--- config.mk ---
export PLATFORM = sky130hd
export DESIGN_NAME = fetch_unit
export DESIGN_NICKNAME = d
export VERILOG_FILES = /design/src/rtl/fetch_unit.sv
export SDC_FILE = /design/constraint.sdc
export NUM_CORES = 1
export LEC_CHECK = 0
export ABC_AREA = 1
export CORE_MARGIN = 2
export CORE_UTILIZATION = 43
export CTS_BUF_LIST = sky130_fd_sc_hd__clkbuf_2 sky130_fd_sc_hd__clkbuf_4 sky130_fd_sc_hd__clkbuf_8
export DETAILED_ROUTE_END_ITERATION = 10
export PLACE_DENSITY = 0.77
export RECOVER_POWER = 25
export SLEW_MARGIN = 20
export SYNTH_ARGS = -nofsm -noshare
export SYNTH_HDL_FRONTEND = slang
export SYNTH_SLANG_ARGS = --single-unit
--- constraint.sdc ---
create_clock -name clk -period 5.9 [get_ports clk]
set_input_delay 1.475 -clock clk [delete_from_list [all_inputs] [get_ports clk]]
set_output_delay 1.475 -clock clk [all_outputs]
set_load 0.05 [all_outputs]
--- src/rtl/fetch_unit.sv ---
// Instruction fetch stage: owns the PC, keeps at most one request outstanding to
// instruction memory, hands fetched words to decode and applies taken-branch redirects.
module fetch_unit #(
  parameter int                    DATA_WIDTH = 32,
  parameter logic [DATA_WIDTH-1:0] RESET_PC   = '0
) (
  input  logic                  clk,
  input  logic                  rst,
  output logic                  imem_req_valid,
  input  logic                  imem_req_ready,
  output logic [DATA_WIDTH-1:0] imem_addr,
  input  logic                  imem_resp_valid,
  input  logic [DATA_WIDTH-1:0] imem_resp_data,
  output logic                  instr_valid,
  output logic [DATA_WIDTH-1:0] instr,
  output logic [DATA_WIDTH-1:0] instr_pc,
  input  logic                  decode_ready,
  input  logic                  redirect,
  input  logic [DATA_WIDTH-1:0] branch_pc,
  input  logic [DATA_WIDTH-1:0] imm_ext,
  output logic                  fetch_misalign
);

  // state | meaning
  // REQ   | request pc, waiting for memory to accept
  // WAIT  | request accepted, waiting for the response word
  // HOLD  | word presented to decode until consumed
  // DRAIN | one stale response still due, will be discarded
  // HALT  | misaligned redirect seen, idle until reset
  typedef enum logic [2:0] {
    S_REQ   = 3'd0,
    S_WAIT  = 3'd1,
    S_HOLD  = 3'd2,
    S_DRAIN = 3'd3,
    S_HALT  = 3'd4
  } state_t;

  localparam logic [DATA_WIDTH-1:0] PC_STEP = DATA_WIDTH'(4);

  state_t                state_q, state_d;
  logic [DATA_WIDTH-1:0] pc_q, pc_d;
  logic [DATA_WIDTH-1:0] pc_req_q, pc_req_d;
  logic [DATA_WIDTH-1:0] instr_q, instr_d;
  logic [DATA_WIDTH-1:0] instr_pc_q, instr_pc_d;
  logic                  instr_valid_q, instr_valid_d;
  logic                  misalign_q, misalign_d;

  logic [DATA_WIDTH-1:0] target;
  logic                  target_ok;
  logic                  req_fire;

  assign target    = branch_pc + imm_ext;
  assign target_ok = (target[1:0] == 2'b00);
  assign req_fire  = (state_q == S_REQ) && imem_req_ready;

  always_comb begin
    state_d       = state_q;
    pc_d          = pc_q;
    pc_req_d      = pc_req_q;
    instr_d       = instr_q;
    instr_pc_d    = instr_pc_q;
    instr_valid_d = instr_valid_q;
    misalign_d    = misalign_q;

    if (redirect && (state_q != S_HALT)) begin
      instr_valid_d = 1'b0;
      if (!target_ok) begin
        misalign_d = 1'b1;
        state_d    = S_HALT;
      end else begin
        pc_d = target;
        // a response arriving alongside the redirect retires the outstanding fetch
        unique case (state_q)
          S_REQ:   state_d = req_fire ? S_DRAIN : S_REQ;
          S_WAIT:  state_d = imem_resp_valid ? S_REQ : S_DRAIN;
          S_HOLD:  state_d = S_REQ;
          S_DRAIN: state_d = imem_resp_valid ? S_REQ : S_DRAIN;
          default: state_d = state_q;
        endcase
      end
    end else begin
      unique case (state_q)
        S_REQ: begin
          if (req_fire) begin
            pc_req_d = pc_q;
            state_d  = S_WAIT;
          end
        end
        S_WAIT: begin
          if (imem_resp_valid) begin
            instr_d       = imem_resp_data;
            instr_pc_d    = pc_req_q;
            instr_valid_d = 1'b1;
            pc_d          = pc_q + PC_STEP;
            state_d       = S_HOLD;
          end
        end
        S_HOLD: begin
          if (decode_ready) begin
            instr_valid_d = 1'b0;
            state_d       = S_REQ;
          end
        end
        S_DRAIN: begin
          if (imem_resp_valid) state_d = S_REQ;
        end
        default: state_d = state_q;
      endcase
    end
  end

  always_ff @(posedge clk) begin
    if (rst) begin
      state_q       <= S_REQ;
      pc_q          <= RESET_PC;
      pc_req_q      <= '0;
      instr_q       <= '0;
      instr_pc_q    <= '0;
      instr_valid_q <= 1'b0;
      misalign_q    <= 1'b0;
    end else begin
      state_q       <= state_d;
      pc_q          <= pc_d;
      pc_req_q      <= pc_req_d;
      instr_q       <= instr_d;
      instr_pc_q    <= instr_pc_d;
      instr_valid_q <= instr_valid_d;
      misalign_q    <= misalign_d;
    end
  end

  // gated by rst so nothing is offered to memory while reset is held
  assign imem_req_valid = (state_q == S_REQ) && !rst;
  assign imem_addr      = pc_q;
  assign instr_valid    = instr_valid_q;
  assign instr          = instr_q;
  assign instr_pc       = instr_pc_q;
  assign fetch_misalign = misalign_q;

endmodule

# After elaboration in Yosys (flattened, before gate mapping)
# Index checks and enable logic that the tools add are counted.
[word_totals]
output_inout_bits = 99
wordCells = 58
in_bits = 102
register_bits = 133
[classes]
addsub = 2
reduce_logical = 18
eq_ne = 12
mux = 17
n_bitwise = 2
[op_table]
columns = ["operator", "n"]
rows = [
  ["2-to-1 mux 32 bit", 4],
  ["adder 32 x 3 -> 32 bit (second input constant)", 1],
  ["adder 32 bit", 1],
  ["2-to-1 mux 3 bit", 6],
  ["inequality test 3 bit (second input constant)", 4],
  ["one-hot mux 3 bit (4 select lines)", 1],
  ["AND reduction 3 bit", 4],
  ["one-hot mux 3 bit (3 select lines)", 1],
  ["== test 3 x 2 -> 1 bit (second input constant)", 2],
  ["inequality test 2 bit (second input constant)", 3],
  ["AND reduction 6 bit", 1],
  ["nonzero test 2 bit", 3],
  ["inequality test 5 x 4 -> 1 bit (second input constant)", 1],
  ["nonzero test 5 bit", 1],
  ["2-to-1 mux 2 bit", 2],
  ["OR reduction 2 bit", 2],
  ["== test 3 x 1 -> 1 bit (second input constant)", 1],
  ["logical AND 1 bit", 3],
  ["logical NOT 3 bit", 1],
  ["inequality test 3 x 2 -> 1 bit (second input constant)", 1],
  ["logical NOT 2 bit", 1],
  ["2-to-1 mux 1 bit", 2],
  ["NOT 1 bit", 2],
  ["one-hot mux 1 bit (2 select lines)", 1],
  ["other kinds (2)", 2],
]

# Longest topological paths before layout
# Gate-level depths: netlist (run 1).
[depth]
word_depth = 6
depth_mapped = 13
mapped_depth_nobuf = 13

# Worst setup path after synthesis (run 1)
# No wires, ideal clock.
[synth_path]
path_kind = "input-to-output"
startpoint = "input rst"
endpoint = "output imem_req_valid"
path_slack_ps = 1885
cell_stages = 3
n_path_buf = 2
t_required_ps = 4425
t_arrival_ps = 2540
path_cell_list = "clkbuf_1 > clkbuf_1 > nor2_1"
[synth_between]
elab_chain_cells = 2
[synth_rtl]
columns = ["item", "line", "text"]
rows = [
  ["start: declaration", "8", "input logic rst,"],
  ["logical NOT 1 bit", "133", "assign imem_req_valid = (state_q == S_REQ) && !rst;"],
  ["logical AND 1 bit", "133", ""],
  ["end: declaration", "9", "output logic imem_req_valid,"],
]
# No other way between the ends.

# Worst setup path after layout (run 1)
# Same ends and word-level chain as after synthesis.

==> results of run 1 <==
==> final cells by class <==
cell class                      instances  area, µm²
Sequential cell                       133       2660
Tap cell                              229        287
Clock inverter                         14        130
Clock buffer                           18        248
Fill cell                            1745       7590
Inverter                              175        657
Timing Repair Buffer                  205       2030
Multi-Input combinational cell        826       4230
==> metrics by stage <==
step | setup slack, ps | power [µW] | instance area, µm²
floorplan | 1880 | 1610 | 7750
global placement | 1370 | 1890 | 9890
detailed placement | 1380 | 1910 | 9890
CTS | 1370 | 2610 | 10300
global route | 1340 | 2730 | 10300
finish | 1380 | 2600 | 10300
==> registers in the layout (all words and copies together) (netlist names) <==
| signal | flops |
|---|---|
| fetch_misalign | 1 |
| instr | 32 |
| imem_addr | 32 |
| state_q | 3 |
| instr_valid | 1 |
| pc_req_q | 32 |
| instr_pc | 32 |
==> worst max-delay path, delay by kind of cell <==
family | cells | cell delay [ps]
buffers and inverters | 3 | 1440
and+or+nand+nor | 1 | 130
==> metal layers <==
metal	up-vias	global-route usage (%)	wire length [µm]
met5	-	0	0
met4	0	7.30	531
met3	36	5.92	1470
met2	295	36.8	9990
met1	3562	29.3	10100
li1	4243	-	-
==> logic make-up (layout without fill, tap and decap cells) <==
| family | after synthesis | in the layout | share of synthesized area, % |
|---|---|---|---|
| buf+inv | 220 | 412 | 10.9 |
| fa+ha+maj | 33 | 33 | 5.43 |
| simple gates | 431 | 431 | 24.1 |
| xor+xnor | 19 | 19 | 2.15 |
| compound gates | 343 | 343 | 23.0 |
| flops | 133 | 133 | 34.4 |
==> synth_stat cells <==
master,number
nand2_1,201
a21oi_1,179
inv_1,169
o21ai_0,134
dfxtp_1,133
nor2_1,107
nand3_1,63
clkbuf_1,32
ha_1,32
nor3_1,21
xor2_1,18
a31oi_1,11
buf_2,11
nand4_1,9
o21bai_1,7
inv_2,6
nand3b_1,6
or2_2,5
a21o_1,4
nor2_2,4
o21a_1,4
and3_1,3
nor2_4,3
buf_4,2
nand2_4,2
nor3b_1,2
nor4_1,2
a21oi_4,1
a221oi_1,1
and2_1,1
fa_1,1
nand2_2,1
nor3_4,1
o21ai_1,1
o22ai_1,1
xnor2_1,1
==> cell usage in the layout, fill, tap and decap left out, types with 32 or more instances in the layout <==
cell type	count
a21oi_1	179
dfxtp_1	133
nand3_1	63
clkdlybuf4s50_1	179
inv_1	169
nor2_1	108
ha_1	32
o21ai_0	134
nand2_1	201
==> worst max-delay path by stage <==
stage,startpoint,to,slack (ps)
final,rst,imem_req_valid,1380
after global routing,rst,imem_req_valid,1340
after CTS,rst,imem_req_valid,1370
after detailed placement,rst,imem_req_valid,1380
after global placement,rst,imem_req_valid,1370
after floorplan,rst,imem_req_valid,1880
==> power breakdown <==
part,internal (µW),leakage [µW],switching [µW]
clock,345,0.000177,366
sequential,970,0.00108,68.8
combinational,297,0.00288,548
==> results.txt, run 1 <==
- The run finished, with violations left.
- Violations in the final reports: max-capacitance violations, max-slew violations
- Setup repair after global routing left no endpoint under its margin.
- Across all layers, the routed design uses 8,136 vias.
- Utilization of the core after routing: 57.5%
* Total congestion overflow: 0
- The final count of pins violating max slew came to 194.
- Power per standard cell area: 253 nW/µm²
- The total count of hold-check failures in the final report was 0.
- Gates resized during post-CTS repair numbered 0.
- The first global-routing pass estimated 35,900 µm of wire.
- During I/O placement, the number of pins put on the boundary was 201.
* Critical Setup Path Class: in2out
* Number of antenna violations at the first check in global routing: 0
- Global routing used 22.6% of the available tracks.
- Leak: 0.00414 µW
- Kind of start point of the critical path: input pin
- In this run the critical register-to-register path is captured at imem_addr[10]$_SDFFE_PP0P_.
- At the later pin of the worst-skew pair, clock insertion delay measures 440 ps.
- Among all stages on the critical path, the largest delay is contributed by clkdlybuf4s50_1.
- dfxtp_1 takes more of the synthesized area than any other cell.
- Max capacitance violation total: 2
- Clock skew: 10.7 ps
- Core Rows: 49
* Die Span X: 138 µm
- After synthesis, flip-flops and latches occupy 34.4% of the total area.
- For the pin with the worst max-slew slack, the measured transition is 2370 ps.
* Synth warn: 0
- Critical path fanouts, max: 29
- The worst pin sits at a relative slew slack of -58.0%.
* Worst Hold Class: reg2reg
* Sum Neg Setup Slack: 0 ps
- Counting tap cells, the placed design contains a total of 1,568 instances.
- The worst path uses 76.6% of the clock period.
- Counting the buffers created by CTS gives 17.
- After the last flow step, the layout net total stands at 1,493.
- The worst hold path terminates at instr_pc[11]$_SDFFE_PP0P_.
* Critical path's largest stage delay: 800 ps
- In this run the biggest area consumer among cell types represents 34.4% of the synthesized area.
- CTS saw 133 sinks.
* Number of search-and-repair iterations in the first detailed-routing pass: 6
* Total length of routed wires: 22,100 µm
* Setup bufs post-CTS: 0
* TritonCTS clock tree: done
- Initial Utilization: 43.4%
- Averaged over all synthesized cells, the footprint is 6.57 µm².
* Cell area after technology mapping: 7750 µm²
* Fmax: 221 MHz
- HP Start: instr_pc[11]$_SDFFE_PP0P_
- Length in cells of the worst reg-to-reg path: 10
- Beginning of the worst register-to-register path: state_q[1]$_SDFFE_PP0P_
* Die area: 19,100 µm²
- Counting instances, the worst hold path has a depth of 2.
* Syn nets: 1,314
* Synthesized instance count: 1,179
- Clock-pin slew was measured on the worst setup and hold paths at 70 ps.
- CTS placed an instance of clkbuf_8 at the clock tree root.
- In the routed design, unresolved DRC markers number 0.
- The H-tree was split into 4 levels.
* Die Ht: 138 µm
- Dividing the detail-routed via count by the number of cells gives 5.09.
* Largest net degree at the start of global routing: 129
* Routed Antenna Nets: 0
- Hold repair after CTS inserted 0 buffers.
* Data required time at the worst endpoint: 4430 ps
* Type of element capturing the critical path: output port
- I/O Buffers: 200
- Setup slack on the worst reg-to-reg path comes out at 2870 ps.
* Synth-to-Final Area Change: 32.3%
- CP most frequent cell: clkdlybuf4s50_1
- DP HPWL: 17,000 µm
- Data on the critical path arrives at its endpoint at 3050 ps.
- GPL Wtd Cong: 0.910
- In this run, distinct cell masters in the synthesized netlist total 36.
- Across all hold checks on the routed design, the worst slack comes to 444 ps.
* Layout cell share with drive strength beyond 1: 4.23%
- The signal on the critical path passes through clkdlybuf4s50_1 > buf_4 > nor2_1 > clkdlybuf4s50_1.
- Maximum VDD drop: 0.000142 V
* FF+latch count, synth: 133
- Vias in the first global route: 7,306
- WL/cell: 13.8 µm
- Number of standard cells in the final layout excluding fillers: 1,600
* Maximum count of clock buffers along a single path: 2
- Setup violations remaining at the end of the flow were counted as 0.
- For this block, the initial DRC count from the detailed router was 482.
- By area the synthesized netlist is led by dfxtp_1, a21oi_1, nand2_1, o21ai_0, inv_1.
- The smallest clock period supported by the final layout is computed as 4520 ps.
- The repair_antennas step left the layout with diodes totalling 0.
- The core region is 17,800 µm².
(Power assumes the default switching activity.)
==> inputs of run 2 (changes only) <==
clock period = 4.5 ns   (was 5.9 ns; I/O delays follow)
==> results.txt, run 2 (same netlist as run 1, synthesis figures left out) <==
- Outcome: complete, but fails checks
* Violations in the final reports: max-capacitance violations, max-slew violations
* Largest net degree at the start of global routing: 65 (-50%)
* Critical path buffer and inverter count: 3 (unchanged)
- RSZ-0062 raised after global routing: false
* Library cell used as clock root buffer: clkbuf_8
* Critical Setup Path Class: in2reg
* Data required time at the worst endpoint: 4870 ps (+440 ps)
- Of the available clock period, the critical path in the final layout requires 75.0%.
* Number of antenna violations at the first check in global routing: 0 (unchanged)
- Number of top-level pins: 201 (unchanged)
- The total congestion overflow is 0 (unchanged).
- DP HPWL: 17,000 µm (-0.57%)
- The maximum clock skew at final layout is 17.2 ps (+6.45 ps).
- Beginning of the worst register-to-register path: state_q[1]$_SDFFE_PP0P_
- Critical path fanouts, max: 34 (+17%)
- The count of buffers added by post-CTS timing repair for setup was 0 (unchanged).
- Die Ht: 138 µm (unchanged)
- The via count of the first global-routing pass is 7,236 (-0.96%).
- The CTS sink count came to 133 (unchanged).
* Fin area: 10,300 µm² (+0.79%)
- The effective utilization at floorplan is 43.4% (unchanged).
- Slew margin rel.: -0.443% (+58 points)
- The number of inserted filler cells in the final layout came to 1,712 (-1.9%).
- Resized Gates After CTS: 0 (unchanged)
- The hold buffer count at cts was 0 (unchanged).
* R2r setup slk: 1890 ps (-980 ps)
- By instance count, the cell type seen most on the critical path is a21oi_1.
* Worst Tran Pin Value: 1510 ps (-863 ps)
- Min Clock Period, post-route: 3380 ps
- Worst hold slack across all endpoints: 442 ps (-1.56 ps)
* Diodes inserted: 0 (unchanged)
* Multi-input gate area: 4240 µm² (about the same)
- Ordered list of cells on the worst path: dlygate4sd3_1 > inv_1 > a21oi_1 > clkbuf_1 > o21ai_0 > a21oi_1 > o21ai_1 > a21oi_1
- Placeable core area: 17,800 µm² (unchanged)
- GPL Wtd Cong: 0.928 (+2.0%)
* Most common cell after layout, fill and taps aside: nand2_1
- Worst-skew pair later-pin latency: 440 ps (about the same)
- The total count of hold-check failures in the final report is 0 (unchanged).
* HP Start: instr[2]$_SDFFE_PP0P_
- The worst setup path is captured at a register.
- Overall via count from detail_route: 8,168 (+0.39%)
- Worst path slowest cell: clkbuf_1
- The antenna violation net count after detailed routing came to 0 (unchanged).
* Critical path's largest stage delay: 1120 ps (+320 ps)
- Hold-critical path depth: 2 (unchanged)
- Leak: 0.00422 µW (+2.1%)
- The fraction of layout cells with a size suffix above 1 is 4.45% (+0.22 points).
- Most frequent cells in the layout: nand2_1, a21oi_1, inv_1
- The worst hold path terminates at instr[2]$_SDFFE_PP0P_.
- The endpoint identified for the worst register-to-register timing path is imem_addr[8]$_SDFFE_PP0P_.
- Timing would allow up to 296 MHz.
- Synth-to-Final Area Change: 33.4%
- Number of H-tree branching levels: 4 (unchanged)
- Total power: 3560 µW (+37%)
- TritonCTS clock tree: done
* Utilization of the core after routing: 57.9% (+0.46 points)
- The horizontal extent of the die is 138 µm (unchanged).
- Clock buffers created by TritonCTS: 17 (unchanged)
* Max capacitance violation total: 1 (-1)
* Worst Hold Class: reg2reg
* I/O Buffers: 200 (unchanged)
- Wire length of the first global-routing pass: 35,700 µm (-0.40%)
- The clock tree buffer depth was 2 (unchanged).
- Largest delay share family, worst path: buffers and inverters
- The flip-flop and latch area was 2660 µm² (unchanged).
- The all-layer global routing usage is 22.4% (-0.18 points).
* Clock slew at reported path FFs: 80 ps (about the same)
* Fin nets: 1,494 (+0.067%)
- The final count of pins violating max slew was 34 (-82%).
- WL/cell: 13.7 µm (-1.1%)
- The via density per instance is 5.10 (+0.33%).
* Maximum VDD drop: 0.000229 V (+61%)
* Placed Instance Area: 9910 µm² (+0.18%)
- The die area is 19,100 µm² (unchanged).
- Kind of start point of the critical path: input pin
- Residual DRC count: 0 (unchanged)
* Total length of routed wires: 21,900 µm (-1.1%)
- Arrival time at the worst endpoint: 3750 ps (+700 ps)
- Violation count after the first detailed-routing iteration: 511 (+6.0%)
- The total power per unit cell area was 344 nW/µm² (+36%).
* Core Rows: 49 (unchanged)
* Number of endpoints failing setup at the final stage: 0 (unchanged)
- Length in cells of the worst reg-to-reg path: 7 (-3)
- Number of search-and-repair iterations in the first detailed-routing pass: 5 (-1)
- Sum Neg Setup Slack: 0 ps (unchanged)
-- run 2: cell types whose count changed in the layout (fill, tap and decap cells not counted), moves of 2 or more --
cell / previous run / this run
clkdlybuf4s50_1: 179 / 166
inv_6: 1 / 3
bufinv_16: 1 / 4
clkinvlp_4: 5 / 3
clkinv_4: 5 / 2
buf_4: 3 / 5
dlygate4sd3_1: 21 / 33
-- run 2: cell type report --
type | count | area share [%]
repair buffers | 206 | 19.9
flip-flops and latches | 133 | 25.8
multi-input cells | 826 | 41.0
clock buffers | 17 | 2.26
inverters | 175 | 6.36
clock inverters | 15 | 1.95
well taps | 229 | 2.77
-- run 2: power breakdown --
group          switching, µW  internal [µW]
registers               89.2           1270
clock network            486            607
logic                    718            387
total                   1290           2270
-- run 2: through the flow --
step                      setup WS (ps)  std cells
final                              1120       1601
after global routing                856       1601
after CTS                          1240       1601
after detailed placement            985       1569
after global placement             1010       1569
after floorplan                    1180       1179
-- run 2: worst max path at each step --
stage	startpoint	to	slack, ps	cells past startpoint
6_report	redirect	imem_addr[8]$_SDFFE_PP0P_	1120	8
3_3_place_gp	branch_pc[0]	imem_addr[10]$_SDFFE_PP0P_	1010	11
2_1_floorplan	rst	imem_req_valid	1180	3
5_1_grt	redirect	imem_addr[8]$_SDFFE_PP0P_	860	8
3_5_place_dp	branch_pc[0]	imem_addr[10]$_SDFFE_PP0P_	990	11
4_1_cts	rst	imem_req_valid	1240	3
-- run 2: metal layers --
| metal | vias to the layer above | part of all wire (%) | GRT usage (%) | wire length (µm) |
|---|---|---|---|---|
| met1 | 3638 | 46 | 30.4 | 10100 |
| met4 | 0 | 1.8 | 7.09 | 383 |
| met2 | 269 | 46 | 35.7 | 10100 |
| met5 | - | 0 | 0 | 0 |
| met3 | 29 | 5.9 | 4.99 | 1290 |
| li1 | 4232 | - | - | - |
-- run 2: worst min-delay path, cell delays in order (launching register included) --
cell and delay (ps):
dfxtp_1 310, inv_1 40, a21oi_1 50
